File: config.mk
export PLATFORM = sky130hd
export DESIGN_NAME = seq_detect_ctrl
export DESIGN_NICKNAME = d
export VERILOG_FILES = /design/src/rtl/seq_det_pkg.sv /design/src/rtl/seq_match_core.sv /design/src/rtl/seq_detect_ctrl.sv
export SDC_FILE = /design/constraint.sdc
export NUM_CORES = 1
export LEC_CHECK = 0
export BUFFER_PORTS_ARGS = -buffer_cell sky130_fd_sc_hd__buf_2
export CAP_MARGIN = 20
export CORE_MARGIN = 1
export CORE_UTILIZATION = 48
export DETAILED_ROUTE_END_ITERATION = 7
export PLACE_DENSITY = 0.76
export SLEW_MARGIN = 0
export SYNTH_ARGS = -nofsm -noshare
export SYNTH_HDL_FRONTEND = slang
export SYNTH_SLANG_ARGS = --single-unit
export TNS_END_PERCENT = 10
File: constraint.sdc
create_clock -name clk -period 6.1 [get_ports clk]
set_input_delay 0.305 -clock clk [delete_from_list [all_inputs] [get_ports clk]]
set_output_delay 0.305 -clock clk [all_outputs]
set_load 0.005 [all_outputs]
File: src/rtl/seq_det_pkg.sv
// Shared definitions for the programmable serial-pattern detector.
//   state_t      controller state encoding (IDLE / RUN / DONE)
//   SEQ_MAX_LEN  default maximum pattern length in bits
//   SEQ_LEN_W    width of a length field for the default SEQ_MAX_LEN
package seq_det_pkg;

    typedef enum logic [1:0] {
        IDLE = 2'd0,
        RUN  = 2'd1,
        DONE = 2'd2
    } state_t;

    localparam int SEQ_MAX_LEN = 8;
    localparam int SEQ_LEN_W   = $clog2(SEQ_MAX_LEN + 1);

endpackage

File: src/rtl/seq_match_core.sv
// Pattern-match engine: history shift register, saturating bits_seen counter
// and a length-masked comparator.
//   clk, rst   clock and synchronous active-high reset
//   clear      restart: empties history and bits_seen
//   shift_en   accept x as a new sample this cycle
//   x          serial data bit
//   pattern    reference pattern, bit[len-1] is the oldest expected bit
//   len        active pattern length (already clamped to 1..MAX_LEN)
//   overlap    1 = matches may share samples
//   match      combinational: the sample being accepted completes a match
module seq_match_core
#(
    parameter int MAX_LEN = 8,
    parameter int LEN_W   = 4
)(
    input  logic               clk,
    input  logic               rst,
    input  logic               clear,
    input  logic               shift_en,
    input  logic               x,
    input  logic [MAX_LEN-1:0] pattern,
    input  logic [LEN_W-1:0]   len,
    input  logic               overlap,
    output logic               match
);

    // Only MAX_LEN-1 past samples need storing: the comparison always looks
    // at the history as it will be after the current sample is shifted in.
    logic [MAX_LEN-2:0] hist_r;
    logic [MAX_LEN-1:0] hist_nxt_s;
    logic [MAX_LEN-1:0] mask_s;
    logic [LEN_W-1:0]   seen_r;
    logic [LEN_W-1:0]   seen_nxt_s;

    assign hist_nxt_s = {hist_r, x};

    // Build the mask selecting the low len bits of history and pattern.
    always_comb begin
        mask_s = {MAX_LEN{1'b0}};
        for (int i = 0; i < MAX_LEN; i++) begin
            if (i < int'(len)) begin
                mask_s[i] = 1'b1;
            end else begin
                mask_s[i] = 1'b0;
            end
        end
    end

    // Sample count after this shift, saturating at len.
    always_comb begin
        seen_nxt_s = seen_r;
        if (seen_r >= len) begin
            seen_nxt_s = len;
        end else begin
            seen_nxt_s = seen_r + {{(LEN_W-1){1'b0}}, 1'b1};
        end
    end

    assign match = shift_en && (seen_nxt_s >= len) &&
                   ((hist_nxt_s & mask_s) == (pattern & mask_s));

    // History and bits_seen registers; a non-overlapping match restarts the count.
    always_ff @(posedge clk) begin
        if (rst) begin
            hist_r <= {(MAX_LEN-1){1'b0}};
            seen_r <= {LEN_W{1'b0}};
        end else if (clear) begin
            hist_r <= {(MAX_LEN-1){1'b0}};
            seen_r <= {LEN_W{1'b0}};
        end else if (shift_en) begin
            hist_r <= hist_nxt_s[MAX_LEN-2:0];
            if (match && !overlap) begin
                seen_r <= {LEN_W{1'b0}};
            end else begin
                seen_r <= seen_nxt_s;
            end
        end else begin
            hist_r <= hist_r;
            seen_r <= seen_r;
        end
    end

endmodule

File: src/rtl/seq_detect_ctrl.sv
// Programmable serial-pattern detector controller. Latches pattern/length/
// overlap configuration while idle, arms the match engine on start, and
// pulses z one cycle after each sample that completes a match.
// Optional feature macro: MATCH_COUNT_EN (match counter with auto-done).
//   clk, rst              clock and synchronous active-high reset
//   cfg_valid/cfg_ready   configuration handshake (ready only in IDLE)
//   cfg_pattern, cfg_len, cfg_overlap, cfg_target   configuration fields
//   start, stop           arm from IDLE / abort a run
//   x, x_valid            qualified serial input
//   z                     one-cycle match pulse
//   busy                  high while running
//   done                  one-cycle pulse when the match target is reached
//   match_count           matches in the current run
module seq_detect_ctrl
    import seq_det_pkg::*;
#(
    parameter int MAX_LEN = SEQ_MAX_LEN,
    parameter int CNT_W   = 8
)(
    input  logic                         clk,
    input  logic                         rst,
    input  logic                         cfg_valid,
    output logic                         cfg_ready,
    input  logic [MAX_LEN-1:0]           cfg_pattern,
    input  logic [$clog2(MAX_LEN+1)-1:0] cfg_len,
    input  logic                         cfg_overlap,
    input  logic [CNT_W-1:0]             cfg_target,
    input  logic                         start,
    input  logic                         stop,
    input  logic                         x,
    input  logic                         x_valid,
    output logic                         z,
    output logic                         busy,
    output logic                         done,
    output logic [CNT_W-1:0]             match_count
);

    localparam int LEN_W = $clog2(MAX_LEN + 1);
    localparam logic [LEN_W-1:0] LEN_MAX_V = LEN_W'(MAX_LEN);
    localparam logic [LEN_W-1:0] LEN_ONE_V = LEN_W'(1);

    state_t             state_r;
    state_t             state_nxt_s;
    logic [MAX_LEN-1:0] pattern_r;
    logic [LEN_W-1:0]   len_r;
    logic               overlap_r;
    logic [CNT_W-1:0]   target_r;
    logic               cfg_fire_s;
    logic               arm_s;
    logic               shift_en_s;
    logic               match_s;
    logic               done_hit_s;
    logic               z_r;
    logic               busy_r;
    logic               done_r;
    logic               cfg_ready_r;

    function automatic logic [LEN_W-1:0] clamp_len(input logic [LEN_W-1:0] l);
        logic [LEN_W-1:0] r;
        if (l == {LEN_W{1'b0}}) begin
            r = LEN_ONE_V;
        end else if (l > LEN_MAX_V) begin
            r = LEN_MAX_V;
        end else begin
            r = l;
        end
        return r;
    endfunction

    assign cfg_fire_s = cfg_valid && cfg_ready_r;
    assign arm_s      = (state_r == IDLE) && start;
    // stop takes priority: a sample arriving with stop is dropped.
    assign shift_en_s = (state_r == RUN) && x_valid && !stop;

    seq_match_core #(
        .MAX_LEN (MAX_LEN),
        .LEN_W   (LEN_W)
    ) u_core (
        .clk      (clk),
        .rst      (rst),
        .clear    (arm_s),
        .shift_en (shift_en_s),
        .x        (x),
        .pattern  (pattern_r),
        .len      (len_r),
        .overlap  (overlap_r),
        .match    (match_s)
    );

    // Next-state logic.
    always_comb begin
        state_nxt_s = state_r;
        case (state_r)
            IDLE: begin
                if (start) begin
                    state_nxt_s = RUN;
                end else begin
                    state_nxt_s = IDLE;
                end
            end
            RUN: begin
                if (stop) begin
                    state_nxt_s = IDLE;
                end else if (done_hit_s) begin
                    state_nxt_s = DONE;
                end else begin
                    state_nxt_s = RUN;
                end
            end
            DONE:    state_nxt_s = IDLE;
            default: state_nxt_s = IDLE;
        endcase
    end

    // State register.
    always_ff @(posedge clk) begin
        if (rst) begin
            state_r <= IDLE;
        end else begin
            state_r <= state_nxt_s;
        end
    end

    // Configuration registers; a start in the same cycle runs with the new values.
    always_ff @(posedge clk) begin
        if (rst) begin
            pattern_r <= {MAX_LEN{1'b0}};
            len_r     <= LEN_ONE_V;
            overlap_r <= 1'b1;
            target_r  <= {CNT_W{1'b0}};
        end else if (cfg_fire_s) begin
            pattern_r <= cfg_pattern;
            len_r     <= clamp_len(cfg_len);
            overlap_r <= cfg_overlap;
            target_r  <= cfg_target;
        end else begin
            pattern_r <= pattern_r;
            len_r     <= len_r;
            overlap_r <= overlap_r;
            target_r  <= target_r;
        end
    end

    // Registered status and pulse outputs, derived from the upcoming state.
    always_ff @(posedge clk) begin
        if (rst) begin
            z_r         <= 1'b0;
            done_r      <= 1'b0;
            busy_r      <= 1'b0;
            cfg_ready_r <= 1'b1;
        end else begin
            z_r         <= match_s;
            done_r      <= done_hit_s;
            busy_r      <= (state_nxt_s == RUN);
            cfg_ready_r <= (state_nxt_s == IDLE);
        end
    end

`ifdef MATCH_COUNT_EN
    logic [CNT_W-1:0] count_r;
    logic [CNT_W-1:0] count_inc_s;

    // Saturating increment of the match counter.
    always_comb begin
        count_inc_s = count_r;
        if (count_r == {CNT_W{1'b1}}) begin
            count_inc_s = count_r;
        end else begin
            count_inc_s = count_r + {{(CNT_W-1){1'b0}}, 1'b1};
        end
    end

    assign done_hit_s = match_s && (target_r != {CNT_W{1'b0}}) &&
                        (count_inc_s == target_r);

    // Match counter, cleared when a run is armed.
    always_ff @(posedge clk) begin
        if (rst) begin
            count_r <= {CNT_W{1'b0}};
        end else if (arm_s) begin
            count_r <= {CNT_W{1'b0}};
        end else if (match_s) begin
            count_r <= count_inc_s;
        end else begin
            count_r <= count_r;
        end
    end

    assign match_count = count_r;
`else
    logic unused_target_s;

    assign done_hit_s      = 1'b0;
    assign match_count     = {CNT_W{1'b0}};
    assign unused_target_s = ^target_r;
`endif

    assign z         = z_r;
    assign done      = done_r;
    assign busy      = busy_r;
    assign cfg_ready = cfg_ready_r;

endmodule

==> metrics.cfg <==
[run_status]
outcome=complete, no violations

[timing]
skew_ns=0.009191
min_period_over_period_pct=53.83
hold_viol_final=0
rsz0062_at_grt=no
fin_tns_setup_ns=0
max_freq_mhz=304.6
finalSetupViolations=0
drv_slew=0
period_minus_slack_ns=3.283

[worst_hold_path]
hp-class=in -> reg

[floorplan]
die_area_um2=3396
pin_count=40
core_area_um2=3028
die_w_um=58.28
start_util_pct=50.21
rows=20
die_h_um=58.28

[clock_tree]
ctsLongestPathBuffers=2
cts_tree=yes
cts_buffers=3
cts-root-buf=clkbuf_4
clk_pin_slew_ns=0.14
hold_buffers=0
post_cts_resized=0
cts_max_level=1
worstSkewPairLatency_ns=0.33
numClockSinks=27
cts_setup_buffers=0

[setup_path]
critPathMaxFanout=8
worst_setup_path_start_kind=register
critPathCaptureType=register
critPathRequiredTime_ns=6.32
crit_type=reg -> reg
cp.arrival_ns=3.50

[place]
hpwlAfterDp_um=2156
finalWeightedCongestion=0.8073
io_buffers=22

[synth]
syn_inst=191
synth-edff-count=0
syn_area_um2=1520
synth-seq-area-share_pct=35.56
synth_top_area_share_pct=35.56
synth_area_leaders=dfxtp_1 36%, nand2_1 10%, a21oi_1 8.9%
ys_top_cells_by_count=41 x nand2_1, 27 x a21oi_1, 27 x dfxtp_1, 9 x buf_4, 9 x ha_1
synthArstFlopShare_pct=0
ys.flop_type=dfxtp_1
avgSynthCellArea_um2=7.959
synth_cell_type_count=36
yosysWarnings=0
ys_ff_latch=27
yosys.cell_count.top_type=nand2_1
yosysTopAreaCell=dfxtp_1

[detailed_routing]
drt-initial-drc-count=30
postRouteWirelength_um=2764
ant_nets=0
routed_via_density=5.083
vias=1286
first_pass_iters=4
wire_per_inst_um=10.92
drc_errors=0

[pwr]
ir_drop_mv=0.1550
leakage_nw=0.6508
p_per_area_nw_per_um2=204.9

[layout]
area_growth_pct=8.559
antenna_cells=0
final_nets=247
drive_above_1_share_pct=14.83
fin_util_pct=54.50
nFillCells=307

[global_route]
grt_max_degree=19
grt.total_usage_pct=18.10
antenna_found_initial=0
grt_pass1_vias=1187
grt_pass1_wl_um=4747
overflow=0

[flow_run]
max-cap-violations=0

-- cells in the final DEF, fill, tap and decap left out, types with 2 or more instances in the layout --
cell,n
nand2_1,41
buf_2,22
clkbuf_4,3
nor2b_1,2
nor2_1,8
o21ai_0,7
a21oi_1,27
xor2_1,2
nand3b_1,4
nand2b_1,5
o311ai_0,2
nor3_1,3
ha_1,9
conb_1,9
o32a_1,2
inv_1,7
xnor2_1,8
dfxtp_1,27
a21boi_0,3
o21a_1,2
-- critical path, stage by stage (launching register included) --
cell	delay, ns
dfxtp_1	0.52
inv_1	0.12
ha_1	0.30
o21ai_0	0.20
nor2b_1	0.38
nor3_1	0.10
or2_2	0.31
ha_1	0.27
a2111oi_0	0.09
or4b_4	0.58
nor4_4	0.23
a21oi_1	0.07
-- flip-flops by register name, indices dropped and copies added (netlist names) --
signal,cells
z,1
u_core.hist_r,7
busy,1
len_r,4
overlap_r,1
cfg_ready,1
pattern_r,8
u_core.seen_r,4
-- per-layer routing --
layer,vias up,track usage (%),part of all wire [%]
li1,672,-,-
met1,587,20.58,46
met2,23,33.83,49
met3,4,4.688,3.2
met4,0,3.741,1.7
met5,-,0,0
-- logic make-up after synthesis --
logic type	share of synthesized area, %
xor gates and xnor gates	5.762
adders and majority gates	7.408
buffers and inverters	8.066
AOI/OAI and AO/OA	19.10
DFF	35.56
and+or+nand+nor	23.87
other	0.2467
-- final timing paths --
check,start,to,slack [ns],cells after the start
worst max-delay path,len_r[2],u_core.seen_r[0],2.82,11
worst min-delay path,cfg_overlap,overlap_r,0.18,3
worst max register to register,len_r[2],u_core.seen_r[0],2.82,11
worst min register to register,u_core.hist_r[6],u_core.hist_r[6],0.48,2
-- final cells by class --
class	instances	area [um^2]	share of cell area, %
sequential	27	540.5	32.75
tap	44	55.05	3.336
clock inverter	1	8.758	0.5307
timing repair buffer	22	110.1	6.672
multi-input combinational	149	887.1	53.75
inverter	7	26.28	1.592
clock buffer	3	22.52	1.365
-- where the power goes --
part | leakage, nW | total, mW | internal [mW] | switching, mW
registers | 0.220 | 0.191 | 0.183 | 0.00751
logic | 0.412 | 0.0657 | 0.0291 | 0.0367
clock network | 0.0183 | 0.0816 | 0.0267 | 0.0549
total | 0.651 | 0.338 | 0.239 | 0.0991
-- per-stage QoR --
step           setup WS (ns)  total power, mW  cells  cell area, um^2  hold WS [ns]
5_1_grt                2.589           0.3601    253             1650        0.1713
2_1_floorplan          3.083           0.2464    199             1550        0.4070
6_report               2.817           0.3381    253             1650        0.1823
3_3_place_gp           2.888           0.2588    249             1619        0.4605
4_1_cts                2.849           0.3420    253             1650        0.1722
3_5_place_dp           2.859           0.2601    249             1619        0.4645
Power figures use the tool's default switching activity.
